## config.mk

```make
export PLATFORM = sky130hd
export DESIGN_NAME = mux_rr_arbiter
export DESIGN_NICKNAME = d
export VERILOG_FILES = /design/src/rtl/mux_arb_pkg.sv /design/src/rtl/mux_rr_arbiter_mux.sv /design/src/rtl/mux_rr_arbiter.sv
export SDC_FILE = /design/constraint.sdc
export NUM_CORES = 1
export LEC_CHECK = 0
export BUFFER_PORTS_ARGS = -buffer_cell sky130_fd_sc_hd__buf_4
export CAP_MARGIN = 0
export CELL_PAD_IN_SITES_DETAIL_PLACEMENT = 0
export CELL_PAD_IN_SITES_GLOBAL_PLACEMENT = 1
export CORE_MARGIN = 4
export CORE_UTILIZATION = 41
export DETAILED_ROUTE_END_ITERATION = 12
export PLACE_DENSITY_LB_ADDON = 0.2
export SYNTH_ARGS = -nofsm -noshare
export SYNTH_HDL_FRONTEND = slang
export SYNTH_SLANG_ARGS = --single-unit
export TNS_END_PERCENT = 100
```

## constraint.sdc

```tcl
create_clock -name clk -period 4.2 [get_ports clk]
set_input_delay 0.42 -clock clk [delete_from_list [all_inputs] [get_ports clk]]
set_output_delay 0.42 -clock clk [all_outputs]
set_load 0.05 [all_outputs]
```

## src/rtl/mux_arb_pkg.sv

```systemverilog
// Shared definitions for the round-robin two-requester arbiter:
// the FSM state encoding, the default sizes and a small arbitration helper.
package mux_arb_pkg;

    localparam int WIDTH_DEF = 8;
    localparam int BURST_DEF = 4;
    localparam int CNT_W     = 8;

    typedef enum logic [1:0] {
        ST_IDLE    = 2'd0,
        ST_SERVE_A = 2'd1,
        ST_SERVE_B = 2'd2
    } arb_state_e;

    // Winner out of IDLE when both requesters are valid: whoever was not served last.
    function automatic arb_state_e pick_from_idle(
        input logic a_valid,
        input logic b_valid,
        input logic last_b
    );
        arb_state_e nxt;
        nxt = ST_IDLE;
        if (a_valid && b_valid) begin
            nxt = last_b ? ST_SERVE_A : ST_SERVE_B;
        end else if (a_valid) begin
            nxt = ST_SERVE_A;
        end else if (b_valid) begin
            nxt = ST_SERVE_B;
        end else begin
            nxt = ST_IDLE;
        end
        return nxt;
    endfunction

endpackage

```

## src/rtl/mux_rr_arbiter_mux.sv

```systemverilog
// Single-bit 2:1 multiplexer; the arbiter replicates it once per data bit.
module mux_rr_arbiter_mux (
    input  logic i_a,
    input  logic i_b,
    input  logic i_sel,
    output logic o_y
);

    assign o_y = i_sel ? i_b : i_a;

endmodule

```

## src/rtl/mux_rr_arbiter.sv

```systemverilog
// Two-requester round-robin arbiter with a per-grant burst limit and a single
// registered output word (valid/ready on every side).
module mux_rr_arbiter
    import mux_arb_pkg::*;
#(
    parameter int WIDTH = WIDTH_DEF,
    parameter int BURST = BURST_DEF
) (
    input  logic             clk,
    input  logic             rst_n,
    input  logic             a_valid,
    input  logic [WIDTH-1:0] a_data,
    output logic             a_ready,
    input  logic             b_valid,
    input  logic [WIDTH-1:0] b_data,
    output logic             b_ready,
    output logic             out_valid,
    output logic [WIDTH-1:0] out_data,
    input  logic             out_ready,
    output logic             sel,
    output logic [1:0]       state_o
);

    localparam logic [CNT_W-1:0] BURST_C = CNT_W'(BURST);

    arb_state_e       r_state;
    arb_state_e       w_state_nxt;
    logic [CNT_W-1:0] r_burst_cnt;
    logic [CNT_W-1:0] w_cnt_nxt;
    logic [CNT_W-1:0] w_cnt_inc;
    logic             r_last_b;
    logic             r_out_valid;
    logic [WIDTH-1:0] r_out_data;
    logic             r_sel;

    logic             w_grant_b;
    logic             w_out_free;
    logic             w_a_fire;
    logic             w_b_fire;
    logic             w_fire;
    logic             w_burst_done;
    logic [WIDTH-1:0] w_mux_data;

    assign w_grant_b    = (r_state == ST_SERVE_B);
    assign w_out_free   = !r_out_valid || out_ready;
    assign w_a_fire     = (r_state == ST_SERVE_A) && a_valid && w_out_free;
    assign w_b_fire     = (r_state == ST_SERVE_B) && b_valid && w_out_free;
    assign w_fire       = w_a_fire || w_b_fire;
    assign w_cnt_inc    = r_burst_cnt + 8'd1;
    assign w_burst_done = w_fire && (w_cnt_inc == BURST_C);

    // Data path: one 1-bit mux per data bit, steered by the current grant.
    for (genvar g = 0; g < WIDTH; g++) begin : g_bit
        mux_rr_arbiter_mux u_mux (
            .i_a   (a_data[g]),
            .i_b   (b_data[g]),
            .i_sel (w_grant_b),
            .o_y   (w_mux_data[g])
        );
    end

    // Next-state and burst-counter logic; any state change restarts the burst.
    always_comb begin
        w_state_nxt = r_state;
        w_cnt_nxt   = r_burst_cnt;
        case (r_state)
            ST_IDLE: begin
                w_state_nxt = pick_from_idle(a_valid, b_valid, r_last_b);
            end
            ST_SERVE_A: begin
                if (!a_valid) begin
                    w_state_nxt = b_valid ? ST_SERVE_B : ST_IDLE;
                end else if (w_burst_done) begin
                    if (b_valid) begin
                        w_state_nxt = ST_SERVE_B;
                    end else begin
                        w_state_nxt = ST_SERVE_A;
                        w_cnt_nxt   = '0;
                    end
                end else if (w_a_fire) begin
                    w_cnt_nxt = w_cnt_inc;
                end else begin
                    w_state_nxt = ST_SERVE_A;
                end
            end
            ST_SERVE_B: begin
                if (!b_valid) begin
                    w_state_nxt = a_valid ? ST_SERVE_A : ST_IDLE;
                end else if (w_burst_done) begin
                    if (a_valid) begin
                        w_state_nxt = ST_SERVE_A;
                    end else begin
                        w_state_nxt = ST_SERVE_B;
                        w_cnt_nxt   = '0;
                    end
                end else if (w_b_fire) begin
                    w_cnt_nxt = w_cnt_inc;
                end else begin
                    w_state_nxt = ST_SERVE_B;
                end
            end
            default: begin
                w_state_nxt = ST_IDLE;
            end
        endcase
        if (w_state_nxt != r_state) begin
            w_cnt_nxt = '0;
        end else begin
            w_cnt_nxt = w_cnt_nxt;
        end
    end

    // FSM state, burst counter and last-served flag.
    always_ff @(posedge clk or negedge rst_n) begin
        if (!rst_n) begin
            r_state     <= ST_IDLE;
            r_burst_cnt <= '0;
            r_last_b    <= 1'b1;
        end else begin
            r_state     <= w_state_nxt;
            r_burst_cnt <= w_cnt_nxt;
            if (w_a_fire) begin
                r_last_b <= 1'b0;
            end else if (w_b_fire) begin
                r_last_b <= 1'b1;
            end
        end
    end

    // Output holding register: load on accept, drop when consumed, hold otherwise.
    always_ff @(posedge clk or negedge rst_n) begin
        if (!rst_n) begin
            r_out_valid <= 1'b0;
            r_out_data  <= '0;
            r_sel       <= 1'b0;
        end else if (w_fire) begin
            r_out_valid <= 1'b1;
            r_out_data  <= w_mux_data;
            r_sel       <= w_grant_b;
        end else if (out_ready) begin
            r_out_valid <= 1'b0;
        end
    end

    assign a_ready   = (r_state == ST_SERVE_A) && w_out_free;
    assign b_ready   = (r_state == ST_SERVE_B) && w_out_free;
    assign out_valid = r_out_valid;
    assign out_data  = r_out_data;
    assign sel       = r_sel;
    assign state_o   = r_state;

endmodule

```

Word level (Yosys, flattened, before mapping). Cells that the tools add are included.

Equality and inequality tests: 10. Reductions and logical operators: 16. $add $sub $neg: 1. Muxes and demuxes: 36.

Operators with widths (number): two-way mux 8 bit (9); two-way mux 2 bit (12); one-hot mux 8 bit (2 select lines) (1); two-way mux 1 bit (13); adder 8 x 1 -> 8 bit, second input constant (1); equality test 8 x 3 -> 1 bit, second input constant (1); logical AND 1 bit (8); inequality test 4 x 3 -> 1 bit, second input constant (2); inequality test 4 bit, second input constant (2); AND reduction 7 bit (1); one-hot mux 2 bit (3 select lines) (1); nonzero test 2 bit (2); inequality test 3 x 2 -> 1 bit, second input constant (1); inequality test 3 bit, second input constant (1); nonzero test 3 bit (1); equality test 2 x 1 -> 1 bit, second input constant (1); equality test 2 bit, second input constant (1); logical NOT 2 bit (1); logical OR 1 bit (2); inequality test 2 bit (1); logical NOT 1 bit (1).

Output and inout port bits: 14. Register bits after elaboration: 21. Input port bits: 21. Logic and storage cells: 69.

Logic depth before layout (Yosys ltp).
Depth in word-level cells: 11. Gate-level depth with buffers: 7. Gate-level depth less buffers: 6.

Modules after synthesis. A second synthesis with hierarchy kept.

Cell total of the unflattened synthesis: 158. Area total of the unflattened synthesis: 1574.0 um2.

By module, submodules not included: mux_rr_arbiter (area an instance 1453.9 um2, cells each 150, instances 1, seq. area each 526.8 um2); mux_rr_arbiter_mux (area an instance 15.0 um2, cells each 1, instances 8, seq. area each 0.0 um2).

Worst setup path after synthesis. Ideal clock, no wire load.

Kind: flip-flop to output port. From: register r_state[0], in the netlist state_o[0]. To: output port a_ready. Buffers on the path: 1. Cell stages (with the launch flop): 3. Setup slack: 1.692 ns. Arrival time: 2.088 ns. Required time: 3.780 ns. Cells stage by stage: dfrtp_1 -> clkbuf_1 -> nor3b_1.

Cells in the longest elaborated chain, start to end: 2.

Ends and longest elaborated chain: start, declared (line mux_rr_arbiter.sv:26) `arb_state_e r_state;`; start signal, assigned (line mux_rr_arbiter.sv:120) `r_state <= w_state_nxt;`; equality test 2 x 1 -> 1 bit (line mux_rr_arbiter.sv:145) `assign a_ready = (r_state == ST_SERVE_A) && w_out_free;`; logical AND 1 bit (line mux_rr_arbiter.sv:145); end, declared (line mux_rr_arbiter.sv:13) `output logic a_ready,`.

No other way between the ends.

Worst setup path in the final report.
From: register r_burst_cnt[0]. To: register r_burst_cnt[0].

Cells in the longest elaborated chain, start to end: 9. Elaborated cells between the ends (all ways): 25. Those cells by class: 1 x add/sub; 8 x eq/ne; 13 x mux; 3 x reduce/logical.

Ends and longest elaborated chain: start, declared (line mux_rr_arbiter.sv:28) `logic [CNT_W-1:0] r_burst_cnt;`; start signal, assigned (line mux_rr_arbiter.sv:121) `r_burst_cnt <= w_cnt_nxt;`; adder 8 x 1 -> 8 bit (*) (line mux_rr_arbiter.sv:49) `assign w_cnt_inc = r_burst_cnt + 8'd1;`; equality test 8 x 3 -> 1 bit (line mux_rr_arbiter.sv:50) `assign w_burst_done = w_fire && (w_cnt_inc == BURST_C);`; logical AND 1 bit (line mux_rr_arbiter.sv:50); two-way mux 2 bit, on equally long branches (line mux_rr_arbiter.sv:89, mux_rr_arbiter.sv:73); two-way mux 2 bit, on equally long branches (line mux_rr_arbiter.sv:87, mux_rr_arbiter.sv:71); one-hot mux 2 bit (3 select lines) (line mux_rr_arbiter.sv:66) `case (r_state)`; inequality test 2 bit (line mux_rr_arbiter.sv:106) `if (w_state_nxt != r_state) begin`; inequality test 4 bit (no source line), or another cell as far along; AND reduction 7 bit (no source line).

Every way passes the cells marked *; elsewhere a longest branch is shown, timed or not. The select of a mux whose other input is x is not followed. A chain may end at the register's enable or synchronous reset.

==> impl_metrics.tcl <==
set metrics [dict create \
    status "finished, final reports clean" \
    cts_setup_buffers 0 \
    insertedDiodeCount 0 \
    antenna_found_initial 0 \
    dr.pass1.iters 4 \
    vias_per_cell 5.39 \
    clkTransAtPathRegs_ps 120 \
    cts_buffer_depth 2 \
    r2r-start "r_burst_cnt[0]" \
    root_buffer "clkbuf_4" \
    hp-start "b_valid" \
    fp.coreArea_mm2 0.00288 \
    min_to "state_o[0]" \
    worstPathRequired_ps 4380 \
    grt_usage 0.159 \
    reg2reg_slack_ps 1760 \
    hold_class "in -> reg" \
    p_leak_nw 0.732 \
    powerDensity_mw_per_mm2 508 \
    wl_per_cell_um 13.8 \
    fmax_mhz 410 \
    use_met3 0.0350 \
    start_util 0.444 \
    numCtsBuffers 3 \
    ir_drop_uv 389 \
    fin_worst_skew_ps 11.3 \
    grt-ovfl-total 0 \
    pre_cts_ws_ps 1780 \
    p_sw_frac 0.479 \
    p_int_mw 0.425 \
    yosysWarnings 0 \
    crit_fanout 8 \
    grt_max_degree 24 \
    syn_nets 162 \
    dr_total_vias 1159 \
    grt_pass1_wl_um 5230 \
    busiest_layer "met2" \
    hold_ws_ps 370 \
    multi_input_area_um2 723 \
    wl_um 2980 \
    antenna_left 0 \
    io_pins 35 \
    gp_congestion 0.784 \
    met2_usage 0.259 \
    die-height_um 63.8 \
    die_area_mm2 0.00407 \
    min_path_cells 2 \
    met1_usage 0.208 \
    setup_tns_ps 0 \
    finalPower_mw 0.816 \
    nFillCells 269 \
    finalCritPeriodShare 0.581 \
    synth_fa_ha_area_frac 0.0196 \
    layout-drive-gt1-share 0.277 \
    clock_latency_ps 300 \
    synth_compound_area_frac 0.234 \
    clock-sinks 21 \
    maxCapViolations 0 \
    cts_tree "done" \
    io_buffers 34 \
    p_clk_frac 0.118 \
    reg2reg_depth 6 \
    synth_seq_cells 21 \
    rows 19 \
    synthSimpleGateAreaFrac 0.222 \
    synth.distinct_cells 36 \
    seq_power_share 0.371 \
    fin_ws_ps 1760 \
    synth_mux_area_frac 0.0627 \
    nets 197 \
    maxSlewViolCount 0 \
    yosysSeqAreaShare 0.412 \
    synth-xor-area-share 0.0274 \
    fin_crit_ps 2440 \
    dpl.hpwl_um 2290 \
    setup.worst_path.end_class "register" \
    htreeDepth 1 \
    grt_pass1_vias 1129 \
    area_delta_synth_final_pct 25.8 \
    die_x_um 63.8 \
    synth_area_mm2 0.00128 \
    register_area_um2 527 \
    first_iter_violations 103 \
    r2r_end "r_burst_cnt[0]" \
    worstSetupPathType "reg -> reg" \
    syn_area_per_cell_um2 9.19 \
    syn_inst 139 \
    tightest_slew_ps 615 \
    crit_path_start_kind "register" \
    power.combinational.fraction 0.512 \
    synth_top_family_by_area "compound AO/OA/AOI/OAI gates" \
    setup_violations 0 \
    rsz0062_at_grt "false" \
    power.switching_mw 0.391 \
    worst_ep_arrival_time_ps 2620 \
    relSlewSlack 0.590 \
    drc_errors 0 \
    hold_violations 0 \
]
==> layer usage <==
metal	part of all wire	vias up
li1	-	573
met1	0.45	544
met2	0.47	38
met3	0.066	4
met4	0.0097	0
met5	0	-
==> how the worst max path moves through the flow <==
stage	slack, ps	cells past startpoint	end	start
after floorplan	1690	2	a_ready	state_o[0]
after global placement	1860	6	r_burst_cnt[2]	r_burst_cnt[0]
after detailed placement	1780	6	r_burst_cnt[3]	r_burst_cnt[0]
after CTS	1760	6	r_burst_cnt[3]	r_burst_cnt[0]
after global routing	1650	6	r_burst_cnt[3]	r_burst_cnt[0]
final	1760	6	r_burst_cnt[0]	r_burst_cnt[0]
==> area by class of cell <==
cell class	instances	share of cell area
Clock buffer	3	0.0140
Clock inverter	1	0.00312
Inverter	1	0.00234
Multi-Input combinational cell	111	0.450
Sequential cell	21	0.328
Tap cell	42	0.0327
Timing Repair Buffer	36	0.170
==> sequential cells by signal (all words and copies together) (netlist names) <==
| register | count |
|---|---|
| sel | 1 |
| state_o | 2 |
| out_valid | 1 |
| r_burst_cnt | 8 |
| r_last_b | 1 |
| out_data | 8 |
==> synth_stat cells <==
master,number,area (um2)
a2111oi_4,1,27.5
a211o_1,2,17.5
a211oi_2,1,12.5
a21bo_2,1,10.0
a21oi_1,6,30.0
a22oi_1,4,30.0
a311o_2,1,11.3
a311oi_1,1,8.76
a31oi_2,1,12.5
and2b_2,1,8.76
and3b_1,2,17.5
buf_2,1,5.00
clkbuf_1,5,18.8
dfrtp_1,20,500
dfstp_2,1,26.3
ha_1,2,25.0
inv_1,1,3.75
mux2i_1,8,80.1
nand2_1,19,71.3
nand2b_1,2,12.5
nand3_1,7,35.0
nand3_2,1,10.0
nand3b_1,4,30.0
nand4_1,1,6.26
nor2_1,7,26.3
nor2b_1,1,6.26
nor3_1,4,20.0
nor3b_1,2,15.0
o21a_1,2,15.0
o21ai_0,18,90.1
o21ai_1,2,10.0
o21ai_4,1,16.3
o31ai_1,1,7.51
or3_1,4,25.0
xnor2_1,2,17.5
xor2_1,2,17.5
==> worst max-delay path: stages (launching register included) <==
cell and delay (ps):
dfrtp_1 460, ha_1 320, or3_1 390, a211o_1 360
a211o_1 380, o21ai_4 280, a22oi_1 130
==> placed cells by master (no fill, tap or decap), drive strengths merged, types with 2 or more instances in the layout <==
master,count
a21oi,6
nor2,7
buf,35
mux2i,8
o21ai,21
or3,4
a211o,2
nand3,8
nor3,4
xnor2,2
o21a,2
and3b,2
ha,2
clkbuf,3
xor2,2
nand3b,4
a22oi,4
nand2,19
nand2b,2
nor3b,2
dfrtp,20
==> kinds of logic after synthesis <==
logic type      Yosys count
xor+xnor                  4
simple gates             55
mux                       8
fa+ha+maj                 2
flops                    21
compound gates           42
buf+inv                   7
==> power by group through the flow <==
stage	combinational, mW	sequential, mW	clock, mW
after global placement	0.419	0.303	0
after floorplan	0.131	0.462	0
final	0.418	0.303	0.0960
after detailed placement	0.423	0.305	0
after global routing	0.448	0.310	0.111
after CTS	0.423	0.302	0.104
==> per-stage QoR <==
stage | area, um2 | std cells | util
final | 1610 | 215 | 0.559
after global placement | 1570 | 210 | 0.545
after global routing | 1610 | 215 | 0.559
after floorplan | 1280 | 139 | -
after detailed placement | 1570 | 210 | 0.545
after CTS | 1610 | 215 | 0.559
==> timing repair <==
action | CTS | global route
resized for setup | 0 | 0
hold buffers | 1 | 0
endpoints found under the hold margin | 20 | 0
setup endpoints to repair | 0 | 0
Power figures use the tool's default switching activity.
